**src/rtl/efuse_pkg.sv**
```systemverilog
// Shared definitions for the efuse access arbiter.
// FSM encoding, requester indices and controller modes.
package efuse_pkg;

  typedef logic [2:0] state_t;

  localparam state_t S_IDLE  = 3'd0;
  localparam state_t S_ARB   = 3'd1;
  localparam state_t S_START = 3'd2;
  localparam state_t S_WBUSY = 3'd3;
  localparam state_t S_WDONE = 3'd4;
  localparam state_t S_RESP  = 3'd5;

  localparam int REQ_PMU = 0;
  localparam int REQ_CPU = 1;
  localparam int REQ_DFT = 2;

  localparam logic [1:0] MODE_READ = 2'd0;
  localparam logic [1:0] MODE_PROG = 2'd1;

  localparam int BUSY_LIM = 4;

endpackage

```
**src/rtl/efuse_rr_arb.sv**
```systemverilog
// Two-way round-robin picker for the CPU/DFT requesters.
// Bit 0 is CPU, bit 1 is DFT; the pointer names who is preferred.
module efuse_rr_arb (
  input  logic       clk,
  input  logic       rst_n,
  input  logic [1:0] req_i,
  input  logic       adv_i,
  output logic [1:0] gnt_o
);

  logic ptr_q;
  logic ptr_d;

  // Grant the preferred requester, else the other one
  always_comb begin
    gnt_o = 2'b00;
    if (ptr_q == 1'b0) begin
      if (req_i[0])      gnt_o = 2'b01;
      else if (req_i[1]) gnt_o = 2'b10;
    end else begin
      if (req_i[1])      gnt_o = 2'b10;
      else if (req_i[0]) gnt_o = 2'b01;
    end
  end

  // Move preference past the winner when a grant is taken
  always_comb begin
    ptr_d = ptr_q;
    if (adv_i) begin
      unique case (1'b1)
        gnt_o[0]: ptr_d = 1'b1;
        gnt_o[1]: ptr_d = 1'b0;
        default:  ptr_d = ptr_q;
      endcase
    end
  end

  // Pointer register, CPU preferred out of reset
  always_ff @(posedge clk or negedge rst_n) begin
    if (!rst_n) ptr_q <= 1'b0;
    else        ptr_q <= ptr_d;
  end

endmodule

```
**src/rtl/efuse_arb.sv**
```systemverilog
// Efuse access arbiter: PMU, CPU and DFT share one controller.
// PMU has fixed priority; CPU/DFT alternate round-robin.
module efuse_arb
  import efuse_pkg::*;
#(
  parameter  int NW      = 64,
  parameter  int NR      = 64,
  parameter  int TMO_CYC = 1023,
  localparam int SELW    = $clog2(256 / NW),
  localparam int RSELW   = $clog2(256 / NR)
) (
  input  logic               clk,
  input  logic               rst_n,
  input  logic [2:0]         req_i,
  input  logic [2:0]         req_wr_i,
  input  logic [3*RSELW-1:0] req_rsel_i,
  input  logic [3*SELW-1:0]  req_wsel_i,
  input  logic [3*NW-1:0]    req_wdata_i,
  output logic [2:0]         gnt_o,
  output logic [2:0]         done_o,
  output logic [2:0]         err_o,
  output logic [NR-1:0]      rdata_o,
  output logic               ctrl_start_o,
  output logic [1:0]         ctrl_mode_o,
  output logic [RSELW-1:0]   ctrl_read_sel_o,
  output logic [SELW-1:0]    ctrl_write_sel_o,
  output logic [NW-1:0]      ctrl_wdata_o,
  input  logic               ctrl_busy_i,
  input  logic               ctrl_read_done_i,
  input  logic               ctrl_write_done_i,
  input  logic [NR-1:0]      ctrl_rdata_i,
  output logic               arb_busy_o
);

  localparam int CW = $clog2(TMO_CYC + 1);

  state_t           state_q, state_d;
  logic [CW-1:0]    cnt_q, cnt_d, cnt_inc;
  logic [2:0]       gnt_q, gnt_d;
  logic             tmo_q, tmo_d;
  logic [1:0]       mode_q, mode_d;
  logic [RSELW-1:0] rsel_q, rsel_d;
  logic [SELW-1:0]  wsel_q, wsel_d;
  logic [NW-1:0]    wdata_q, wdata_d;
  logic [NR-1:0]    rdata_q, rdata_d;

  logic [1:0]       rr_gnt;
  logic             rr_adv;
  logic [2:0]       win;
  logic             win_wr;
  logic [RSELW-1:0] win_rsel;
  logic [SELW-1:0]  win_wsel;
  logic [NW-1:0]    win_wdata;
  logic             op_done;

  assign rr_adv = (state_q == S_ARB) && !req_i[REQ_PMU]
                  && (req_i[REQ_CPU] || req_i[REQ_DFT]);

  efuse_rr_arb u_rr (
    .clk   (clk),
    .rst_n (rst_n),
    .req_i (req_i[REQ_DFT:REQ_CPU]),
    .adv_i (rr_adv),
    .gnt_o (rr_gnt)
  );

  assign win = req_i[REQ_PMU] ? 3'b001 : {rr_gnt, 1'b0};
  assign cnt_inc = cnt_q + CW'(1);
  assign op_done = (mode_q == MODE_PROG) ? ctrl_write_done_i
                                         : ctrl_read_done_i;

  // Pull the winning requester's operation fields
  always_comb begin
    win_wr    = 1'b0;
    win_rsel  = '0;
    win_wsel  = '0;
    win_wdata = '0;
    for (int i = 0; i < 3; i++) begin
      if (win[i]) begin
        win_wr    = req_wr_i[i];
        win_rsel  = req_rsel_i[i*RSELW +: RSELW];
        win_wsel  = req_wsel_i[i*SELW +: SELW];
        win_wdata = req_wdata_i[i*NW +: NW];
      end
    end
  end

  // Sequencer: arbitrate, kick controller, wait, respond
  always_comb begin
    state_d = state_q;
    cnt_d   = cnt_q;
    gnt_d   = gnt_q;
    tmo_d   = tmo_q;
    mode_d  = mode_q;
    rsel_d  = rsel_q;
    wsel_d  = wsel_q;
    wdata_d = wdata_q;
    rdata_d = rdata_q;
    unique case (state_q)
      S_IDLE: begin
        if (|req_i) state_d = S_ARB;
      end
      S_ARB: begin
        if (|win) begin
          state_d = S_START;
          gnt_d   = win;
          tmo_d   = 1'b0;
          mode_d  = win_wr ? MODE_PROG : MODE_READ;
          rsel_d  = win_rsel;
          wsel_d  = win_wsel;
          wdata_d = win_wdata;
        end else begin
          state_d = S_IDLE;
        end
      end
      S_START: begin
        state_d = S_WBUSY;
        cnt_d   = '0;
      end
      S_WBUSY: begin
        if (ctrl_busy_i) begin
          state_d = S_WDONE;
          cnt_d   = '0;
        end else if (cnt_q == CW'(BUSY_LIM - 1)) begin
          state_d = S_RESP;
          tmo_d   = 1'b1;
        end else begin
          cnt_d = cnt_inc;
        end
      end
      S_WDONE: begin
        if (op_done) begin
          state_d = S_RESP;
          if (mode_q == MODE_READ) rdata_d = ctrl_rdata_i;
        end else if (cnt_inc == CW'(TMO_CYC)) begin
          state_d = S_RESP;
          tmo_d   = 1'b1;
          cnt_d   = cnt_inc;
        end else begin
          cnt_d = cnt_inc;
        end
      end
      S_RESP: begin
        state_d = S_IDLE;
        gnt_d   = '0;
        cnt_d   = '0;
      end
      default: begin
        state_d = S_IDLE;
        gnt_d   = '0;
        cnt_d   = '0;
      end
    endcase
  end

  // State and datapath registers
  always_ff @(posedge clk or negedge rst_n) begin
    if (!rst_n) begin
      state_q <= S_IDLE;
      cnt_q   <= '0;
      gnt_q   <= '0;
      tmo_q   <= 1'b0;
      mode_q  <= MODE_READ;
      rsel_q  <= '0;
      wsel_q  <= '0;
      wdata_q <= '0;
      rdata_q <= '0;
    end else begin
      state_q <= state_d;
      cnt_q   <= cnt_d;
      gnt_q   <= gnt_d;
      tmo_q   <= tmo_d;
      mode_q  <= mode_d;
      rsel_q  <= rsel_d;
      wsel_q  <= wsel_d;
      wdata_q <= wdata_d;
      rdata_q <= rdata_d;
    end
  end

  assign gnt_o            = gnt_q;
  assign done_o           = (state_q == S_RESP) ? gnt_q : 3'b000;
  assign err_o            = (state_q == S_RESP && tmo_q) ? gnt_q : 3'b000;
  assign rdata_o          = rdata_q;
  assign ctrl_start_o     = (state_q == S_START);
  assign ctrl_mode_o      = mode_q;
  assign ctrl_read_sel_o  = rsel_q;
  assign ctrl_write_sel_o = wsel_q;
  assign ctrl_wdata_o     = wdata_q;
  assign arb_busy_o       = (state_q != S_IDLE);

endmodule

```
**config.mk**
```make
export PLATFORM = sky130hd
export DESIGN_NAME = efuse_arb
export DESIGN_NICKNAME = d
export VERILOG_FILES = /design/src/rtl/efuse_pkg.sv /design/src/rtl/efuse_rr_arb.sv /design/src/rtl/efuse_arb.sv
export SDC_FILE = /design/constraint.sdc
export NUM_CORES = 1
export LEC_CHECK = 0
export BUFFER_PORTS_ARGS = -buffer_cell sky130_fd_sc_hd__clkbuf_2
export CAP_MARGIN = 5
export CORE_AREA = 2 2 163 165
export CTS_CLUSTER_SIZE = 8
export DETAILED_ROUTE_END_ITERATION = 12
export DIE_AREA = 0 0 165 167
export GPL_ROUTABILITY_DRIVEN = 0
export HOLD_SLACK_MARGIN = 0.02
export PLACE_DENSITY = 0.68
export SYNTH_ARGS = -nofsm -noshare
export SYNTH_HDL_FRONTEND = slang
export SYNTH_SLANG_ARGS = --single-unit
```
**constraint.sdc**
```tcl
create_clock -name clk -period 2.11 [get_ports clk]
set_clock_uncertainty 0.1 [all_clocks]
set_input_delay 0.211 -clock clk [delete_from_list [all_inputs] [get_ports clk]]
set_output_delay 0.211 -clock clk [all_outputs]
set_load 0.05 [all_outputs]
```
==> impl_results.md, run 1 <==
* Status: completed
* Hold WC Path Type: primary input to flip-flop
* Clock Latency Late Sink at 420 ps
* Overall Global Routing Usage at 19.3%
* WP buf/inv at 1
* Max cap viols at 0
* Routed Antenna Nets at 0
* Most common cell in the netlist: dfrtp_1
* WL met2 at 13600 µm
* Uppermost layer routed: met5
* Worst r2r dst: rdata_o[3]
* Highest Clock Rate at 494 MHz
* Met1 Wirelength at 10900 µm
* Port Buffers at 422
* Post-synth top area share at 53.2%
* CTS tree: yes
* Seq/Total Area, Yosys at 53.2%
* Slowest cell on crit path: or3b_4
* CTS Buf Count at 17
* GR Overflow Total at 0
* Cell chain of the critical path: or3b_4 -> or3b_4 -> buf_12 -> mux2_4
* Tcrit/Tclk final at 96.0%
* Worst relative slew slack at 55.7%
* Final setup violation count at 0
* Initial drt markers at 896
* Crit path required time at 2300 ps
* Crit-path most repeated cell: or3b_4
* Hold Worst Slack at 28.4 ps
* Slowest stage delay, CP at 400 ps
* Worst-Margin Slew at 664 ps
* Die W at 165 µm
* Die Area at 27600 µm²
* Crit path DAT at 2220 ps
* CP top delay family: simple AND/OR/NAND/NOR gates
* DR WL/cell at 18.0 µm
* Via Count at 7747
* Cell leakage power at 0.00602 µW
* I/O Pins at 424
* Layout cells sized above 1 at 46.3%
* H-Tree Depth at 4
* Synth-to-layout area growth at 68.9%
* Fillers at 2288
* First-pass GRT wire length at 41300 µm
* Synth top area cells: dfrtp_1, mux2_4, a222oi_1, a21oi_1, nor2_1
* Synth cell types at 48
* Crit path from: state_q[1]
* Mean Syn Cell Area at 11.7 µm²
* Cell Rows at 59
* Post-route minimum period at 2030 ps
* Post-Syn Nets at 887
* Netlist Area Pre-Place at 7100 µm²
* R2R cell count at 4
* Yosys warnings at 0
* Critical Path Source Type: flip-flop
* Dpl hpwl at 17900 µm
* Most area-hungry cell type in the Yosys netlist: dfrtp_1
* Met3 routed WL at 2510 µm
* CTS sink count at 151
* RSZ-0062 raised after global routing: no
* # DRC at 0
* Hold Startpoint: req_rsel_i[1]
* Routed wire length at 27700 µm
* Core ar. at 25800 µm²
* Hold path cells at 3
* Final hold violations at 0
* Hold path endpoint: ctrl_read_sel_o[1]
* Async SR Flop Fraction at 100%
* Drt first pass iters at 11
* Slew Viols, Final at 0
* Layout Cells excl Fill at 1542
* Crit path max fanout at 49
* Worst r2r src: state_q[1]
* Power density cells at 1520 nW/µm²
* Core Util, Final at 46.6%
* Vias in the first global route at 7748
* Die H at 167 µm
* Clock Path Buffers at 2
* Clk pin slew, worst setup/hold paths at 80 ps
* Synth Flop Type: dfrtp_1
* Top cells by count, synth: dfrtp_1, a21oi_1, nor2_1
* Vias per cell at 5.02
* Initial antenna violation count at 3
* Initial Utilization at 27.6%
* Cells after Synth at 606
* Largest net degree at the start of global routing at 90
* Setup TNS at 0 ps
* DP Cell Count at 1336
* Synthesis-stage register bit count at 151
* Layout Nets at 1475
* Number of synthesized flops with an enable pin at 0
* Maximum vdd drop at 1.16 mV
* Critical path capture point type: flip-flop
* Worst setup path category: flip-flop to flip-flop
* Setup slack, reg-to-reg at 80 ps
* Root Driver: clkbuf_16
-- per-layer routing --
layer,global-route usage [%],up-vias
li1,-,3482
met1,23.3,3695
met2,33.3,507
met3,5.06,59
met4,5.90,4
met5,0,-
-- where the power goes --
group          leakage [µW]  internal, µW  switching (µW)
clock              0.000285          1780            1380
sequential          0.00182          4250             864
combinational       0.00391          2900            7060
total               0.00602          8930            9310
-- registers in the layout (all words and copies together) (netlist names) --
name / cells
ctrl_read_sel_o: 2
cnt_q: 10
tmo_q: 1
rdata_o: 64
state_q: 3
u_rr.ptr_q: 1
gnt_o: 3
ctrl_write_sel_o: 2
ctrl_wdata_o: 64
ctrl_mode_o: 1
-- worst reg2reg max path, stage by stage, from the launching register on --
cell and delay [ps]:
dfrtp_1 370, or3b_4 400, or3b_4 400, buf_12 220, mux2_4 400
-- placed cells by master, fill, tap and decap left out, types with 2 or more instances in the layout --
cell type,Yosys,layout
a21o_1,2,2
a21oi_1,79,79
a222oi_1,69,69
a31oi_1,4,4
and2_1,5,5
and3_1,3,3
buf_12,6,7
buf_4,1,25
bufinv_16,0,2
clkbuf_16,0,17
clkbuf_2,0,415
clkbuf_4,0,5
clkinvlp_4,0,2
dfrtp_1,151,151
dlygate4sd3_1,0,172
ha_1,2,2
inv_1,5,5
inv_6,0,6
inv_8,0,2
mux2_2,4,4
mux2_4,60,60
nand2_1,15,15
nand2b_1,3,3
nand3_1,4,4
nand4_1,4,4
nand4b_1,2,2
nor2_1,79,79
nor2b_1,6,6
nor3_1,3,3
o211ai_1,2,2
o21ai_0,18,17
o31ai_1,2,2
or3_1,3,3
or3b_4,1,2
xor2_1,2,2
-- kinds of logic (layout without fill, tap and decap cells) --
family / count (synthesis) / after routing / synth area share (%)
AND/OR/NAND/NOR: 138 / 138 / 9.11
multiplexers: 65 / 65 / 13.5
other: 1 / 2 / 0.0528
adder cells (fa/ha/maj): 2 / 2 / 0.352
AO/OA/AOI/OAI: 185 / 185 / 18.6
buffers and inverters: 62 / 662 / 5.00
flip-flops: 151 / 151 / 53.2
XOR/XNOR: 2 / 2 / 0.247
-- timing repair --
action                                  4_1_cts  5_1_grt
endpoints found under the hold margin       161        0
buffers inserted                              0        2
hold buffers                                172        0
gates resized for setup                       2       12
pin swaps                                     0        1
endpoints found under the setup margin        6       11
gates cloned                                  0        0
-- how the worst max path moves through the flow --
| stage | cells past startpoint | end | slack, ps |
|---|---|---|---|
| 4_1_cts | 5 | err_o[0] | 40 |
| 3_3_place_gp | 4 | rdata_o[11] | 140 |
| 5_1_grt | 5 | err_o[1] | 1 |
| 3_5_place_dp | 7 | cnt_q[8] | 70 |
| 2_1_floorplan | 6 | rdata_o[10] | 30 |
| 6_report | 4 | rdata_o[3] | 80 |
-- per-stage QoR --
step | area [µm²] | total power (µW) | worst slack (ps)
floorplan | 7110 | 12100 | 29.8
global placement | 9640 | 14500 | 140
detailed placement | 9640 | 14700 | 72.5
CTS | 12000 | 18200 | 44.0
global route | 12000 | 19200 | 1.01
finish | 12000 | 18200 | 84.3
-- cell type report --
class	instances	area (µm²)	area share, %
Clock buffer	17	425	3.55
Clock inverter	14	164	1.37
Tap cell	335	419	3.49
Sequential cell	151	3780	31.5
Inverter	5	18.8	0.156
Multi-Input combinational cell	393	3010	25.1
Antenna cell	1	2.50	0.0209
Timing Repair Buffer	626	4180	34.8
Note: power is estimated with default switching activity, not from simulation.
==> inputs of run 2 (changes only) <==
--- a/config.mk
+++ b/config.mk
@@ -13,7 +13,7 @@
 export DIE_AREA = 0 0 165 167
 export GPL_ROUTABILITY_DRIVEN = 0
 export HOLD_SLACK_MARGIN = 0.02
-export PLACE_DENSITY = 0.68
+export PLACE_DENSITY = 0.64
 export SYNTH_ARGS = -nofsm -noshare
 export SYNTH_HDL_FRONTEND = slang
 export SYNTH_SLANG_ARGS = --single-unit
==> run 2 against run 1 <==
Compared with the run above:
- die area unchanged
- sequential power barely moved
- final cell count rose by 0.97%
- sequential share of layout area shrank 0.53 points
- combinational power about the same
- design area grew 1.7%
- total power shrank 0.61%
- clock-buffer cell count unchanged
==> impl_results.md, run 2 (synthesis results as in run 1) <==
* # DRC at 0
* Pre-CTS setup slack at 44.9 ps
* Overall Global Routing Usage at 19.5%
* Most frequent cells in the layout: clkbuf_2, dlygate4sd3_1, dfrtp_1
* Clock Latency Late Sink at 410 ps
* Core ar. at 25800 µm²
* Synth-to-layout area growth at 71.7%
* Largest net degree at the start of global routing at 71
* Layout cells sized above 1 at 45.6%
* First-pass GRT wire length at 41900 µm
* Crit path required time at 2310 ps
* Setup TNS at 0 ps
* Tcrit/Tclk final at 97.5%
* Final setup violation count at 0
* Maximum vdd drop at 0.916 mV
* GR Overflow Total at 0
* Post-route minimum period at 2060 ps
* Port Buffers at 422
* Vias in the first global route at 7811
* Root Driver: clkbuf_16
* Critical path capture point type: flip-flop
* DR WL/cell at 18.0 µm
* Initial Utilization at 27.6%
* H-Tree Depth at 4
* Die W at 165 µm
* Critical Path Source Type: flip-flop
* Die Area at 27600 µm²
* Status: completed
* Slew Viols, Final at 0
* Routed Antenna Nets at 0
* Cell Rows at 59
* Worst-Margin Slew at 612 ps
* Via Count at 7704
* Final hold violations at 0
* Vias per cell at 4.95
* Final WS setup at 52.2 ps
* RSZ-0062 raised after global routing: no
* Core Util, Final at 47.4%
* Initial antenna violation count at 1
* Die H at 167 µm
* Hold WC Path Type: primary input to flip-flop
* Layout Nets at 1489
* Clock Path Buffers at 2
* Hold Worst Slack at 31.3 ps
* Crit path DAT at 2260 ps
* Worst setup path category: flip-flop to flip-flop
* Clk pin slew, worst setup/hold paths at 70 ps
* CTS Buf Count at 17
* Cell leakage power at 0.00610 µW
* Drt first pass iters at 12
* Crit path max fanout at 27
* Routed wire length at 28100 µm
* Worst relative slew slack at 59.2%
* Highest Clock Rate at 486 MHz
* CTS sink count at 151
* Max cap viols at 0
* Dpl hpwl at 18100 µm
* Commonest non-fill, non-tap cell in the layout: clkbuf_2
* Layout Cells excl Fill at 1557
* I/O Pins at 424
* DP Cell Count at 1333
* CTS tree: yes
* Initial drt markers at 676
* Power density cells at 1490 nW/µm²
## run 2: final cells by class
type | count | area (µm²)
fill | 2286 | 13600
tap | 335 | 419
clock inverter | 15 | 149
timing repair buffer | 640 | 4380
antenna | 1 | 2.50
clock buffer | 17 | 425
multi-input combinational | 393 | 3030
inverter | 5 | 18.8
sequential | 151 | 3780
## run 2: report_power, final
part / internal (µW) / switching [µW] / leakage (µW)
logic: 2930 / 7060 / 0.00400
clock network: 1580 / 1440 / 0.000284
registers: 4240 / 859 / 0.00182
total: 8760 / 9360 / 0.00610
## run 2: critical path, stage by stage, from the launching register on
cell,delay [ps]
dfrtp_1,370
or3b_4,430
or3b_4,450
clkbuf_16,250
mux2_4,330
## run 2: routing by layer
layer | track usage [%] | vias to the layer above | wire length [µm]
met3 | 5.08 | 92 | 2520
met5 | 0 | - | 0
met2 | 32.9 | 497 | 13500
met1 | 23.1 | 3605 | 10900
met4 | 9.04 | 0 | 1110
li1 | - | 3510 | -
## run 2: what timing repair did
item                                    4_1_cts  5_1_grt
gates resized for setup                       1       21
buffers inserted                              0        1
cloned                                        0        1
pin swaps                                     0        3
endpoints found under the setup margin        6       31
hold buffers                                189        0
hold endpoints to repair                    177        0
## run 2: stage by stage
step,instance area [µm²],total power [µW]
6_report,12200,18100
5_1_grt,12200,19000
4_1_cts,12100,18100
3_5_place_dp,9650,14800
3_3_place_gp,9650,14600
2_1_floorplan,7110,12100
## run 2: path summary, 6_finish.rpt
kind | from | to | slack, ps | cells past startpoint
max | state_q[0] | rdata_o[40] | 50 | 4
min | req_wdata_i[157] | ctrl_wdata_o[29] | 30 | 3
max reg2reg | state_q[0] | rdata_o[40] | 50 | 4
min reg2reg | rdata_o[12] | rdata_o[12] | 410 | 1
max in group asynchronous | rst_n | rdata_o[24] | 1000 | 3
min in group asynchronous | rst_n | ctrl_wdata_o[10] | 260 | 2
==> inputs of run 3 (changes only) <==
--- a/config.mk
+++ b/config.mk
@@ -7,13 +7,14 @@
 export LEC_CHECK = 0
 export BUFFER_PORTS_ARGS = -buffer_cell sky130_fd_sc_hd__clkbuf_2
 export CAP_MARGIN = 5
-export CORE_AREA = 2 2 163 165
-export CTS_CLUSTER_SIZE = 8
+export CORE_AREA = 2 2 165 167
+export CTS_BUF_LIST = sky130_fd_sc_hd__clkbuf_4
+export CTS_CLUSTER_SIZE = 30
 export DETAILED_ROUTE_END_ITERATION = 12
-export DIE_AREA = 0 0 165 167
+export DIE_AREA = 0 0 167 169
 export GPL_ROUTABILITY_DRIVEN = 0
 export HOLD_SLACK_MARGIN = 0.02
-export PLACE_DENSITY = 0.64
+export PLACE_DENSITY = 0.63
 export SYNTH_ARGS = -nofsm -noshare
 export SYNTH_HDL_FRONTEND = slang
 export SYNTH_SLANG_ARGS = --single-unit
==> run 3 against run 2 <==
Compared with the run above:
- the flow now finishes with violations (setup timing)
- clock-buffer cell count did not move
- via count rose by 10%
- core utilization rose by 1.8 points
- maximum frequency fell by 5.1%
- sequential cell count did not move
- non-clock buffer count rose by 102
- die area rose by 2.4%
- combinational power rose by 5%
==> impl_results.md, run 3 (synthesis results as in run 1) <==
* Status: finished with violations
* Failing checks: setup timing
* Layout Cells excl Fill at 1665
* Clock Latency Late Sink at 530 ps
* Drt first pass iters at 9
* Post-route minimum period at 2170 ps
* Root Driver: clkbuf_4
* Highest Clock Rate at 461 MHz
* Hold WC Path Type: primary input to asynchronous set/reset pin
* Initial Utilization at 26.8%
* Fillers at 2308
* Crit path max fanout at 10
* Port Buffers at 422
* Critical path capture point type: flip-flop
* Maximum vdd drop at 1.29 mV
* Die Area at 28200 µm²
* Most frequent cells in the layout: clkbuf_2, dlygate4sd3_1, dfrtp_1
* Worst relative slew slack at 51.2%
* Routed wire length at 31500 µm
* CTS tree: yes
* Commonest non-fill, non-tap cell in the layout: clkbuf_2
* Final setup violation count at 41
* First-pass GRT wire length at 46800 µm
* Post-route cell area at 13000 µm²
* Synth-to-layout area growth at 83.4%
* # DRC at 0
* Hold Worst Slack at 99.2 ps
* Initial antenna violation count at 1
* Tcrit/Tclk final at 103%
* I/O Pins at 424
* Cell Rows at 60
* Largest net degree at the start of global routing at 88
* Critical Path Source Type: flip-flop
* CTS Buf Count at 17
* Worst setup path category: flip-flop to flip-flop
* Via Count at 8490
* Crit path DAT at 2490 ps
* Max cap viols at 0
* Routed Antenna Nets at 0
* Cell Area, Placed at 9620 µm²
* Worst-Margin Slew at 733 ps
* Worst r2r src: state_q[0]
* GR Overflow Total at 0
* CTS sink count at 151
* H-Tree Depth at 4
* Power density cells at 1350 nW/µm²
* Layout Nets at 1591
* Final hold violations at 0
* Layout cells sized above 1 at 43.5%
* Core Util, Final at 49.2%
* Final WS setup at -58.0 ps
* Clk pin slew, worst setup/hold paths at 150 ps
* DP Cell Count at 1339
* Die H at 169 µm
* Cell leakage power at 0.00645 µW
* RSZ-0062 raised after global routing: yes
* DR WL/cell at 18.9 µm
* Dpl hpwl at 17600 µm
* Vias in the first global route at 8798
* Clock Path Buffers at 2
* Overall Global Routing Usage at 20.9%
* Vias per cell at 5.10
* Core ar. at 26500 µm²
* Initial drt markers at 839
* Crit path from: state_q[0]
* Crit path required time at 2440 ps
* Slew Viols, Final at 0
* Die W at 167 µm
## run 3: changes by cell type in the layout (fill, tap and decap cells not counted), sizes merged
cell | previous run | this run
bufinv | 0 | 2
inv | 16 | 13
dlygate4sd3 | 189 | 275
clkinv | 3 | 4
clkdlybuf4s15 | 0 | 1
clkbuf | 434 | 436
buf | 34 | 47
## run 3: routing by layer
metal / global-route usage (%) / wire length, µm
met1: 23.9 / 11700
met2: 35.9 / 15700
met3: 5.49 / 2640
met4: 10.6 / 1490
met5: 0 / 0
## run 3: repair_timing
| action | 4_1_cts | 5_1_grt |
|---|---|---|
| setup buffers | 8 | 5 |
| cloned | 0 | 5 |
| gates resized for setup | 19 | 21 |
| endpoints found under the hold margin | 288 | 0 |
| hold buffers | 275 | 0 |
| endpoints found under the setup margin | 7 | 69 |
| pin swaps | 2 | 2 |
## run 3: cell type report
class	count	area [µm²]	area share (%)
Antenna cell	1	2.50	0.0192
Clock inverter	15	188	1.44
Tap cell	341	427	3.27
Timing Repair Buffer	742	5450	41.8
Inverter	5	18.8	0.144
Multi-Input combinational cell	393	3040	23.3
Sequential cell	151	3780	29.0
Clock buffer	17	128	0.979
## run 3: where the power goes
part / internal, µW / switching [µW] / leakage [µW] / total, µW
clock network: 765 / 1260 / 0.000167 / 2030
registers: 4230 / 885 / 0.00182 / 5110
logic: 3210 / 7270 / 0.00446 / 10500
## run 3: metrics by stage
stage	worst slack, ps	total power (µW)	TNS (ps)
final	-58.0	17600	-1110
after global routing	-93.1	18500	-3250
after CTS	-10.7	17400	-15.3
after detailed placement	94.5	14700	0
after global placement	157	14600	0
after floorplan	29.8	12100	0
## run 3: final timing paths
| kind | slack (ps) | cells past startpoint | end |
|---|---|---|---|
| max | -60 | 5 | rdata_o[56] |
| min | 100 | 3 | cnt_q[7] |
| max reg2reg | -60 | 5 | rdata_o[56] |
| min reg2reg | 430 | 1 | rdata_o[14] |
| max in group asynchronous | 1350 | 3 | rdata_o[43] |
| min in group clk | 130 | 5 | tmo_q |
## run 3: critical path, cell delays in order (launching register included)
cell	delay, ps
dfrtp_1	430
buf_6	120
or3b_4	370
or3b_4	510
clkbuf_16	240
mux2_4	300
